$ cat src/rtl/psum_pkg.sv
// -----------------------------------------------------------------------------
// psum_pkg
//
// Shared definitions for the partial-sum accumulate/writeback block:
//   - state_t    : controller states (IDLE / POP / ADD)
//   - PSUM_BW    : default lane width in bits
//   - PSUM_MAX   : largest signed value of a default-width lane
//   - PSUM_MIN   : smallest signed value of a default-width lane
//   - lane_lo()  : bit offset of lane i inside a packed vector
//
// Optional feature macro: PSUM_SAT_EN (consumed by psum_lane_add).
// -----------------------------------------------------------------------------
package psum_pkg;

    typedef enum logic [1:0] {
        IDLE = 2'd0,
        POP  = 2'd1,
        ADD  = 2'd2
    } state_t;

    localparam int PSUM_BW = 16;

    localparam logic signed [PSUM_BW-1:0] PSUM_MAX = {1'b0, {(PSUM_BW-1){1'b1}}};
    localparam logic signed [PSUM_BW-1:0] PSUM_MIN = {1'b1, {(PSUM_BW-1){1'b0}}};

    // Lane i of a packed vector occupies [lane_lo(i, w) +: w].
    function automatic int lane_lo(input int lane, input int width);
        return lane * width;
    endfunction

endpackage

$ cat src/rtl/psum_lane_add.sv
// -----------------------------------------------------------------------------
// psum_lane_add
//
// One lane of the accumulate datapath: y = a + b (signed), computed one bit
// wider than the lane and then narrowed, followed by an optional ReLU.
//
// Ports:
//   a        in  W   incoming partial sum from the ofifo
//   b        in  W   previous accumulated value (zero on the first pass)
//   relu_en  in  1   clamp negative results to zero
//   y        out W   value to write back
//
// Macro PSUM_SAT_EN:
//   defined   -> overflow saturates to the signed lane range
//   undefined -> two's-complement wrap (low W bits kept)
// -----------------------------------------------------------------------------
module psum_lane_add
    import psum_pkg::*;
#(
    parameter int W = PSUM_BW
) (
    input  logic signed [W-1:0] a,
    input  logic signed [W-1:0] b,
    input  logic                relu_en,
    output logic signed [W-1:0] y
);

    logic signed [W:0]   wide;
    logic signed [W-1:0] fit;

    // Sign-extend both operands so the carry out of the lane is visible.
    assign wide = {a[W-1], a} + {b[W-1], b};

`ifdef PSUM_SAT_EN
    localparam logic signed [W-1:0] LANE_MAX = (W == PSUM_BW) ? W'(PSUM_MAX)
                                                              : {1'b0, {(W-1){1'b1}}};
    localparam logic signed [W-1:0] LANE_MIN = (W == PSUM_BW) ? W'(PSUM_MIN)
                                                              : {1'b1, {(W-1){1'b0}}};

    // The two top bits of the wide sum disagree exactly when the result
    // does not fit in W bits; the top bit then gives the overflow direction.
    always_comb begin
        fit = wide[W-1:0];
        if (wide[W] != wide[W-1]) begin
            fit = wide[W] ? LANE_MIN : LANE_MAX;
        end
    end
`else
    logic unused_carry;

    assign unused_carry = wide[W];
    assign fit          = wide[W-1:0];
`endif

    assign y = (relu_en && fit[W-1]) ? '0 : fit;

endmodule

$ cat src/rtl/psum_accum_writeback.sv
// -----------------------------------------------------------------------------
// psum_accum_writeback
//
// Drains the systolic array's output FIFO and read-modify-write accumulates
// each col-lane partial-sum vector into psum SRAM over kij_len passes of
// num_inp vectors. On the last pass an optional ReLU is applied before the
// final write, leaving finished outputs in the SRAM.
//
// Ports:
//   clk         in   1            rising-edge clock
//   reset       in   1            asynchronous, active-low
//   start       in   1            begin a layer (ignored while busy)
//   relu        in   1            sampled with start; ReLU on the last pass
//   o_valid     in   1            ofifo non-empty, ofifo_dout valid (FWFT)
//   ofifo_dout  in   col*psum_bw  head vector, lane i at [i*psum_bw +: psum_bw]
//   o_rd        out  1            pop the ofifo at this edge
//   mem_cen     out  1            SRAM chip enable, active-low
//   mem_wen     out  1            SRAM write enable, active-low
//   mem_addr    out  addr_bw      SRAM address
//   mem_din     out  col*psum_bw  SRAM write data
//   mem_dout    in   col*psum_bw  SRAM read data, one cycle after the read
//   busy        out  1            layer in progress
//   pass_done   out  1            pulse after the last write of each pass
//   layer_done  out  1            pulse after the last write of the layer
//
// Macro PSUM_SAT_EN: saturating lane adds instead of wrap-around.
// -----------------------------------------------------------------------------
module psum_accum_writeback
    import psum_pkg::*;
#(
    parameter int col     = 8,
    parameter int psum_bw = 16,
    parameter int num_inp = 64,
    parameter int kij_len = 9,
    parameter int addr_bw = 6
) (
    input  logic                     clk,
    input  logic                     reset,
    input  logic                     start,
    input  logic                     relu,
    input  logic                     o_valid,
    input  logic [col*psum_bw-1:0]   ofifo_dout,
    output logic                     o_rd,
    output logic                     mem_cen,
    output logic                     mem_wen,
    output logic [addr_bw-1:0]       mem_addr,
    output logic [col*psum_bw-1:0]   mem_din,
    input  logic [col*psum_bw-1:0]   mem_dout,
    output logic                     busy,
    output logic                     pass_done,
    output logic                     layer_done
);

    localparam int KIJ_BW = (kij_len > 1) ? $clog2(kij_len) : 1;

    localparam logic [addr_bw-1:0] ADDR_LAST = addr_bw'(num_inp - 1);
    localparam logic [KIJ_BW-1:0]  KIJ_LAST  = KIJ_BW'(kij_len - 1);

    state_t                  state_reg;
    logic [addr_bw-1:0]      addr_reg;
    logic [KIJ_BW-1:0]       kij_reg;
    logic                    relu_reg;
    logic [col*psum_bw-1:0]  acc_in_reg;
    logic                    pass_done_reg;
    logic                    layer_done_reg;

    logic                    first_pass;
    logic                    last_pass;
    logic                    last_addr;
    logic                    relu_active;
    logic                    pop_now;
    logic [col*psum_bw-1:0]  sum;

    assign first_pass  = (kij_reg == '0);
    assign last_pass   = (kij_reg == KIJ_LAST);
    assign last_addr   = (addr_reg == ADDR_LAST);
    assign relu_active = relu_reg && last_pass;
    assign pop_now     = (state_reg == POP) && o_valid;

    // ------------------------------------------------------------------
    // Lane datapath: the previous accumulation is ignored on pass 0, so
    // stale SRAM contents from an earlier layer never leak in.
    // ------------------------------------------------------------------
    generate
        for (genvar gi = 0; gi < col; gi++) begin : g_lane
            logic [psum_bw-1:0] prev_lane;

            assign prev_lane = first_pass ? '0
                                          : mem_dout[lane_lo(gi, psum_bw) +: psum_bw];

            psum_lane_add #(
                .W (psum_bw)
            ) u_lane (
                .a       (acc_in_reg[lane_lo(gi, psum_bw) +: psum_bw]),
                .b       (prev_lane),
                .relu_en (relu_active),
                .y       (sum[lane_lo(gi, psum_bw) +: psum_bw])
            );
        end
    endgenerate

    // ------------------------------------------------------------------
    // Controller: state, counters, captured head vector and the
    // end-of-pass / end-of-layer pulses.
    // ------------------------------------------------------------------
    always_ff @(posedge clk or negedge reset) begin
        if (!reset) begin
            state_reg      <= IDLE;
            addr_reg       <= '0;
            kij_reg        <= '0;
            relu_reg       <= 1'b0;
            acc_in_reg     <= '0;
            pass_done_reg  <= 1'b0;
            layer_done_reg <= 1'b0;
        end else begin
            pass_done_reg  <= 1'b0;
            layer_done_reg <= 1'b0;

            unique case (state_reg)
                IDLE: begin
                    // The layer_done cycle still counts as busy, so a start
                    // landing there is dropped like any other mid-layer start.
                    if (start && !layer_done_reg) begin
                        addr_reg  <= '0;
                        kij_reg   <= '0;
                        relu_reg  <= relu;
                        state_reg <= POP;
                    end
                end

                POP: begin
                    if (o_valid) begin
                        acc_in_reg <= ofifo_dout;
                        state_reg  <= ADD;
                    end
                end

                ADD: begin
                    if (last_addr) begin
                        addr_reg      <= '0;
                        pass_done_reg <= 1'b1;
                        if (last_pass) begin
                            layer_done_reg <= 1'b1;
                            state_reg      <= IDLE;
                        end else begin
                            kij_reg   <= kij_reg + 1'b1;
                            state_reg <= POP;
                        end
                    end else begin
                        addr_reg  <= addr_reg + 1'b1;
                        state_reg <= POP;
                    end
                end

                default: state_reg <= IDLE;
            endcase
        end
    end

    // ------------------------------------------------------------------
    // Pop and SRAM strobes are decoded from the registered state. They must
    // follow o_valid within the same POP cycle (no pop or read while the
    // FIFO is empty), and the write data depends on SRAM read data that only
    // arrives in the ADD cycle, so registering them would cost a cycle per
    // vector. In IDLE (including straight out of reset) every strobe is idle.
    // ------------------------------------------------------------------
    always_comb begin
        o_rd     = pop_now;
        mem_cen  = 1'b1;
        mem_wen  = 1'b1;
        mem_addr = addr_reg;
        mem_din  = '0;

        if (pop_now && !first_pass) begin
            mem_cen = 1'b0;
        end

        if (state_reg == ADD) begin
            mem_cen = 1'b0;
            mem_wen = 1'b0;
            mem_din = sum;
        end
    end

    assign busy       = (state_reg != IDLE) || layer_done_reg;
    assign pass_done  = pass_done_reg;
    assign layer_done = layer_done_reg;

endmodule

$ cat config.mk
export PLATFORM = sky130hd
export DESIGN_NAME = psum_accum_writeback
export DESIGN_NICKNAME = d
export VERILOG_FILES = /design/src/rtl/psum_pkg.sv /design/src/rtl/psum_lane_add.sv /design/src/rtl/psum_accum_writeback.sv
export SDC_FILE = /design/constraint.sdc
export NUM_CORES = 1
export LEC_CHECK = 0
export ABC_AREA = 0
export CORE_ASPECT_RATIO = 0.8
export CORE_UTILIZATION = 52
export CTS_CLUSTER_SIZE = 40
export DETAILED_ROUTE_END_ITERATION = 10
export DONT_BUFFER_PORTS = 1
export PLACE_DENSITY_LB_ADDON = 0.2
export SYNTH_ARGS = -nofsm -noshare
export SYNTH_HDL_FRONTEND = slang
export SYNTH_SLANG_ARGS = --single-unit
$ cat constraint.sdc
create_clock -name clk -period 11.1 [get_ports clk]
set_input_delay 1.11 -clock clk [delete_from_list [all_inputs] [get_ports clk]]
set_output_delay 1.11 -clock clk [all_outputs]
set_load 0.01 [all_outputs]
-- Yosys cells after proc, flatten, opt, wreduce, memory -nomap -nowiden
Index checks and enable logic that the tools add are counted.
- output and inout bits: 140
- bits in registers: 143
- add/sub/neg operators: 10
- eq/ne operators: 8
- reductions and logical operators: 24
- muxes and demuxes: 37
- operators with widths (operator ; count):
    $mux W16 ; 16
    $add A16 B16 Y16 ; 8
    $mux W128 ; 1
    $logic_and A1 B1 Y1 ; 12
    $mux W4 ; 3
    $mux W6 ; 2
    $pmux W6 S2 ; 1
    $mux W1 ; 9
    $ne A2 B2 Y1 const B ; 4
    $pmux W4 S2 ; 1
    $reduce_and A2 Y1 ; 4
    $add A6 B1 Y6 const B ; 1
    $eq A6 B6 Y1 const B ; 1
    $mux W2 ; 3
    $pmux W2 S3 ; 1
    $add A4 B1 Y4 const B ; 1
    $eq A4 B4 Y1 const B ; 1
    $logic_not A4 Y1 ; 1
    $reduce_and A4 Y1 ; 1
    $reduce_bool A2 Y1 ; 2
    $eq A2 B1 Y1 const B ; 1
    $eq A2 B2 Y1 const B ; 1
    $logic_not A1 Y1 ; 2
    $logic_not A2 Y1 ; 1
    $logic_or A1 B1 Y1 ; 1

-- Longest topological paths before layout
Gate-level depths: netlist (run 1).
- word-level depth: 6
- depth in mapped cells: 19
- mapped depth without buffers: 16

-- Modules after synthesis
From an unflattened synthesis (run 1), not the netlist that was laid out.
- cell total of the unflattened synthesis: 1838
- area, all modules: 14527.7 um^2
- by module, submodules not included (module ; cells each ; area an instance (um^2) ; times used):
    psum_accum_writeback ; 906 ; 7318.3 ; 1
    psum_lane_add (g_lane[2].u_lane ...) ; 117 ; 913.4 ; 6
    psum_lane_add (g_lane[0].u_lane ...) ; 115 ; 864.6 ; 2

-- Worst setup path after synthesis (run 1)
OpenSTA, ideal clock, no wires.
- path type: reg2out
- start: reg kij_reg[0]
- end: out mem_din[89]
- data arrival time: 3.853 ns
- cell stages (with the launch flop): 20
- setup slack: 6.137 ns
- buffers on the path: 4
- required time: 9.990 ns
- cell sequence: dfrtp_1 inv_1 ha_1 nor2b_1 nand2b_1 clkbuf_1 clkbuf_1 clkbuf_1 nand2_1 inv_1 ha_1 a21o_1 a211o_1 o211ai_2 a31oi_2 o221a_2 xnor2_1 o21ai_2 buf_2 nor3_1
- word-level cells in the longest chain between the ends: 6
- RTL lines (element ; RTL line ; source):
    start: declaration ; psum_accum_writeback.sv:61 ; logic [KIJ_BW-1:0] kij_reg;
    start signal: assignment ; psum_accum_writeback.sv:146 ; kij_reg <= kij_reg + 1'b1;
    $logic_not A4 Y1 ; psum_accum_writeback.sv:74 ; assign first_pass = (kij_reg == '0);
    $mux W16 ; psum_accum_writeback.sv:88 ; assign prev_lane = first_pass ? '0
    $add A16 B16 Y16 ; psum_lane_add.sv:32 ; assign wide = {a[W-1], a} + {b[W-1], b};
    $logic_and A1 B1 Y1 ; psum_lane_add.sv:55 ; assign y = (relu_en && fit[W-1]) ? '0 : fit;
    $mux W16 (*) ; psum_lane_add.sv:55 ;
    $mux W128 (*) ; psum_accum_writeback.sv:178 ; if (state_reg == ADD) begin
    end: declaration ; psum_accum_writeback.sv:47 ; output logic [col*psum_bw-1:0] mem_din,
Mark *: on every way between the ends. The rest lies on a longest branch, timed or not.

-- Worst setup path after layout (run 1)
- start: reg kij_reg[0]
- end: out mem_din[70]
The elaborated chain is that of the path after synthesis.

==> out/qor.csv, run 1 <==
metric;value;unit
synth_nets;2053;
wl_per_cell;18.3;um
synthTopCellsByCount;437 x nand2_1, 143 x dfrtp_1, 138 x nor2_1, 123 x ha_1, 114 x and2_1;
rows;50;
gr-usage-all-layers;0.284;
ctsResizeCount;0;
synth-xor-area-share;0.0661;
slew_violations;0;
p_leak;6.76;nW
dp_cells;1920;
synth_compound_area_frac;0.167;
setup_tns;0;ns
grt_pass1_wl;55500;um
grt_start_max_net_pins;144;
fin_cells;1959;
grt_pass1_vias;10700;
crit_buf_inv;2;
nFillCells;2315;
yosys.area_share.simple;0.304;
synth_area;0.0126;mm2
die-area;0.0248;mm2
synth_ff_type;dfrtp_1;
critical-path-slowest-cell;o21ai_1;
yosys_warnings;0;
setup.worst_path.class;reg -> out;
die_h;141;um
wirelength;35900;um
cts_max_level;4;
clock-root-buffer;clkbuf_16;
dr.pass1.iters;5;
cp_max_fo;81;
largest_reg_flops;128;
place_ws;5.27;ns
worstHoldPathType;in -> async;
ys_ff_latch;143;
async_reset_ff_frac;1.00;
finClkSkew;0.0120;ns
clock_sinks;143;
synth_cell_types;72;
synth_most_common_cell;nand2_1;
postSynthAreaPerCell;7.56;um2
drive_gt1_frac;0.0445;
worstMarginPinSlew;1.11;ns
register_area;0.00358;mm2
die_w;176;um
clk_pin_slew;0.07;ns
multi_input_area;0.00852;mm2
slew_headroom;0.256;
cts_tree;done;
crit_top_cell;ha_1;
end_kind;output pin;
critPathTopFamily;compound AO/OA/AOI/OAI gates;
final.min_clock_period;6.27;ns
layout_setup_ws;4.83;ns
core;0.0235;mm2
fin_hold_ws;0.374;ns
synth_edf_count;0;
finalCritPeriodShare;0.565;
synthCells;1661;
yosys-top-cells-area;dfrtp_1 28%, nand2_1 13%, ha_1 12%, and2_1 5.7%, nor2_1 4.1%;
synthAdderAreaFrac;0.135;
fmax;160;MHz
cpPeakStageDelay;0.87;ns
synth_largest_area_cell;dfrtp_1;
syn_to_final_growth;6.50;%
first_iter_violations;772;
numPortBuffers;0;
cts_setup_buffers;0;
drc_errors;0;
cts_made_buffers;17;
yosys.area.top_type_share;0.285;
cts_max_path_buffers;2;
num_vias;11300;
maxCapViolCount;0;
crit_path_start_kind;flip-flop;
hold_buffers;0;
routed_via_density;5.77;
ioPinCount;401;
start_util;0.534;
gp_congestion;0.924;
power;3.60;mW
synth_top_family_by_area;simple AND/OR/NAND/NOR gates;
muxShareOfSynthArea;0.00518;
rsz0062_at_grt;false;
peakVddDrop;146;uV
seq_area_frac_synth;0.285;
dp.final_hpwl;27000;um
power.density;269;mW/mm2
outcome;completed;
worstPathArrival;5.16;ns
antenna_found_initial;5;
worst_skew_pair.late_latency;0.43;ns
grt-ovfl-total;0;
setup_viol;0;
crit_path_cell_trace;inv_1 > ha_1 > nor2b_1 > nand2b_4 > buf_4 > and2_1 > ha_1 > o21a_1 > o211a_1 > o21ai_0 > a21oi_1 > o221a_2 > xnor2_1 > o21ai_1 > nor3_1;
nets;2019;
crit_required;9.99;ns
ant_nets;0;
hold_violations;0;
## logic make-up after synthesis
| group | Yosys count |
|---|---|
| flip-flops | 143 |
| XOR/XNOR | 94 |
| multiplexers | 5 |
| AND/OR/NAND/NOR | 848 |
| adder cells (fa/ha/maj) | 131 |
| AO/OA/AOI/OAI | 319 |
| buffers and inverters | 121 |
## worst paths after layout
path | startpoint | end | slack (ns) | cells past startpoint
setup / recovery | kij_reg[0]$_DFFE_PN0P_ | mem_din[70] | 4.83 | 15
hold / removal | reset | acc_in_reg[90]$_DFFE_PN0P_ | 0.37 | 0
setup reg to reg | state_reg[0]$_DFFE_PN0P_ | acc_in_reg[63]$_DFFE_PN0P_ | 8.24 | 6
hold reg to reg | acc_in_reg[108]$_DFFE_PN0P_ | acc_in_reg[108]$_DFFE_PN0P_ | 0.48 | 2
max in group asynchronous | reset | acc_in_reg[11]$_DFFE_PN0P_ | 10.52 | 0
min in group clk | acc_in_reg[108]$_DFFE_PN0P_ | acc_in_reg[108]$_DFFE_PN0P_ | 0.48 | 2
## cell usage in the layout, fill, tap and decap left out, types with 7 or more instances in the layout
cell type	n
or3_1	8
o21bai_1	9
fa_1	8
nand4_1	9
clkbuf_16	17
ha_1	123
a211oi_1	19
nor3_1	48
xor2_1	37
nor2_2	10
dfrtp_1	143
nand2b_1	17
a21boi_0	7
diode_2	7
nor2b_1	22
nor3b_1	7
and3_1	10
o21a_1	19
and2_1	114
nand3_1	11
nand2_1	437
xnor2_1	56
inv_1	61
nor2_1	138
a21oi_1	91
o21ai_0	68
a21o_1	33
## report_power, final
part	switching, mW	total, mW	internal [mW]
registers	0.158	0.911	0.753
clock network	0.232	0.587	0.355
logic	1.28	2.11	0.823
total	1.67	3.60	1.93
## stage by stage
step,area (um2),util
global route,13400,0.569
global placement,12800,0.543
CTS,13400,0.568
floorplan,12600,-
detailed placement,12800,0.543
finish,13400,0.569
## worst reg2reg max path, cell delays in order (launching register included)
cell and delay (ns):
dfrtp_1 0.42, nand2_1 0.07, or2_4 0.46, inv_4 0.66, buf_4 0.75, nand2_1 0.33
nand2_1 0.11
## per-layer routing
metal / GRT usage / routed length (um) / part of all wire
met2: 0.456 / 16100 / 0.45
met5: 0 / 0 / 0
met3: 0.0798 / 3220 / 0.089
met4: 0.0938 / 1000 / 0.028
met1: 0.366 / 15600 / 0.44
## layout make-up
| type | instances | share of cell area |
|---|---|---|
| clock buffer | 23 | 0.0365 |
| clock inverter | 9 | 0.00795 |
| tap | 312 | 0.0292 |
| timing repair buffer | 5 | 0.00281 |
| multi-input combinational | 1397 | 0.637 |
| inverter | 63 | 0.0179 |
| sequential | 143 | 0.267 |
| antenna | 7 | 0.00131 |
No activity file was read; power rests on OpenSTA's default activity.
==> inputs of run 2 (changes only) <==
==> constraint.sdc (replaced) <==
create_clock -name clk -period 6 [get_ports clk]
set_input_delay 0.6 -clock clk [delete_from_list [all_inputs] [get_ports clk]]
set_output_delay 0.6 -clock clk [all_outputs]
set_load 0.01 [all_outputs]
==> run 2 against run 1 <==
Die area unchanged. Critical path depth decreased by 1. Combinational power increased by 87%. Via count increased by 0.91%. Cell count increased by 0.15%. Worst setup slack got worse by 4.3 ns. Sequential share of layout area decreased by 0.16 points. Highest routed layer is now met5. Worst hold slack got worse by 0.32 ns. Total power increased by 88%.
==> out/qor.csv, run 2 (same netlist as run 1, synthesis figures left out) <==
metric;value;unit;change
crit_required;5.40;ns;-4.59 ns
nFillCells;2232;;-3.6%
crit_buf_inv;2;;unchanged
syn_to_final_growth;7.15;%;
numPortBuffers;0;;unchanged
start_util;0.534;;unchanged
cts_max_path_buffers;2;;unchanged
fmax;182;MHz;
worstPathArrival;4.88;ns;-0.28 ns
rrSetupSlack;3.53;ns;-4.71 ns
grt_pass1_wl;56200;um;+1.2%
cpPeakStageDelay;0.56;ns;-0.31 ns
seqPwrFrac;0.249;;-0.004
worstSetupEndpoint;mem_din[18];;
grt-ovfl-total;0;;unchanged
setup_viol;0;;unchanged
cts_made_buffers;17;;unchanged
hold_buffers;1;;+1
power.density;502;mW/mm2;+86%
finClkSkew;0.00583;ns;-0.00617 ns
multi_input_area;0.00852;mm2;unchanged
cts_max_level;4;;unchanged
crit_path_cell_trace;inv_1 > ha_1 > nor2b_1 > nand2b_4 > buf_12 > and2_1 > ha_1 > o21ai_0 > o21ai_0 > a31oi_1 > o31ai_1 > mux4_2 > o21ai_2 > nor3_1;;
clock_sinks;143;;unchanged
ctsResizeCount;0;;unchanged
switching_share;0.462;;-0.00226
end_kind;output pin;;
first_iter_violations;820;;+6.2%
critPathTopFamily;compound AO/OA/AOI/OAI gates;;
finalCritPeriodShare;0.913;;
grt_start_max_net_pins;144;;unchanged
drc_errors;0;;unchanged
final_common_cell;nand2_1;;
worstMarginPinSlew;1.02;ns;-0.0834 ns
slew_headroom;0.312;;+0.0560
crit_path_start_kind;flip-flop;;
grt_pass1_vias;10800;;+0.34%
p_leak;6.80;nW;+0.56%
clk_pin_slew;0.06;ns;about the same
gr-usage-all-layers;0.287;;+0.00378
die_h;141;um;unchanged
maxCapViolCount;0;;unchanged
final.min_clock_period;5.48;ns;
gp_congestion;0.953;;+3.2%
r2r_cells;6;;unchanged
power;6.76;mW;+88%
core;0.0235;mm2;unchanged
drive_gt1_frac;0.0456;;+0.00114
hold_violations;0;;unchanged
routed_via_density;5.82;;+0.76%
crit_cells;14;;-1
die_w;176;um;unchanged
dp.final_hpwl;26900;um;-0.50%
worstSetupStartpoint;kij_reg[0]$_DFFE_PN0P_;;
cts_tree;done;;
nets;2023;;+0.20%
ant_nets;0;;unchanged
wirelength;36100;um;+0.30%
r2r-end;acc_in_reg[2]$_DFFE_PN0P_;;
rows;50;;unchanged
slew_violations;0;;unchanged
internal_power;3.64;mW;+88%
dr.pass1.iters;5;;unchanged
worstHoldPathType;in -> async;;
rsz0062_at_grt;false;;
antenna_found_initial;7;;+2
power_frac_clock;0.169;;+0.006
cp_max_fo;51;;-37%
mostFrequentLayoutCells;437 x nand2_1, 143 x dfrtp_1, 138 x nor2_1;;
ioPinCount;401;;unchanged
p_switching;3.12;mW;+87%
setup.worst_path.class;reg -> out;;
outcome;completed;;
die-area;0.0248;mm2;unchanged
critical-path-slowest-cell;o21ai_2;;
grtUsageMet2;0.460;;+0.00354
largest_reg_flops;128;;unchanged
num_vias;11400;;+0.91%
reg2reg_from;state_reg[0]$_DFFE_PN0P_;;
clock-root-buffer;clkbuf_16;;
register_area;0.00358;mm2;unchanged
setup_tns;0;ns;unchanged
wl_per_cell;18.4;um;+0.15%
met3_usage;0.0860;;+0.00620
p_comb_frac;0.582;;-0.002
grtUsageMet1;0.368;;+0.00185
cts_setup_buffers;0;;unchanged
worst_skew_pair.late_latency;0.43;ns;about the same
peakVddDrop;212;uV;+46%
busiest_layer;met2;;
-- run 2: cell count changes in the layout (fill, tap and decap cells not counted), sizes merged --
| cell | before | now |
|---|---|---|
| clkbuf | 23 | 21 |
| bufinv | 2 | 4 |
| buf | 5 | 9 |
| clkinvlp | 3 | 2 |
| clkinv | 4 | 5 |
| inv | 63 | 62 |
-- run 2: worst reg2reg max path, stage by stage (launching register included) --
cell and delay (ns):
dfrtp_1 0.43, nand2_1 0.07, or2_4 0.47, inv_4 0.47, buf_4 0.59, nand2_1 0.27, nand2_1 0.11
-- run 2: power by group through the flow --
stage | clock [mW] | combinational (mW) | sequential, mW
finish | 1.14 | 3.94 | 1.68
global route | 1.21 | 4.41 | 1.73
CTS | 1.17 | 3.92 | 1.68
detailed placement | 0 | 3.86 | 1.69
global placement | 0 | 3.79 | 1.69
floorplan | 0 | 3.13 | 1.61
-- run 2: how the worst min path moves through the flow --
stage                     slack, ns                         end  depth (start not counted)
after global routing           0.22  acc_in_reg[88]$_DFFE_PN0P_                          1
final                          0.06  acc_in_reg[87]$_DFFE_PN0P_                          1
after detailed placement       0.31  acc_in_reg[85]$_DFFE_PN0P_                          0
after floorplan                0.30   acc_in_reg[0]$_DFFE_PN0P_                          0
after CTS                      0.21  acc_in_reg[88]$_DFFE_PN0P_                          1
after global placement         0.31  acc_in_reg[85]$_DFFE_PN0P_                          0
-- run 2: cell type report --
type | count | share of cell area
Antenna cell | 7 | 0.00130
Clock buffer | 21 | 0.0335
Inverter | 63 | 0.0178
Timing Repair Buffer | 9 | 0.00744
Tap cell | 312 | 0.0290
Sequential cell | 143 | 0.266
Multi-Input combinational cell | 1397 | 0.633
Clock inverter | 10 | 0.0121
-- run 2: routing by layer --
metal  part of all wire  vias up
met5            0.00036        -
met4              0.027        2
met3              0.091       63
met2               0.45      476
met1               0.43     5329
li1                   -     5545
-- run 2: through the flow --
stage	util	worst slack (ns)	hold slack [ns]	std cells	instance area, um2
floorplan	-	1.55	0.304	1661	12600
global placement	0.544	1.13	0.307	1923	12800
detailed placement	0.544	0.979	0.307	1923	12800
CTS	0.572	0.505	0.214	1955	13400
global route	0.572	0.0715	0.223	1960	13500
finish	0.572	0.520	0.0583	1962	13500
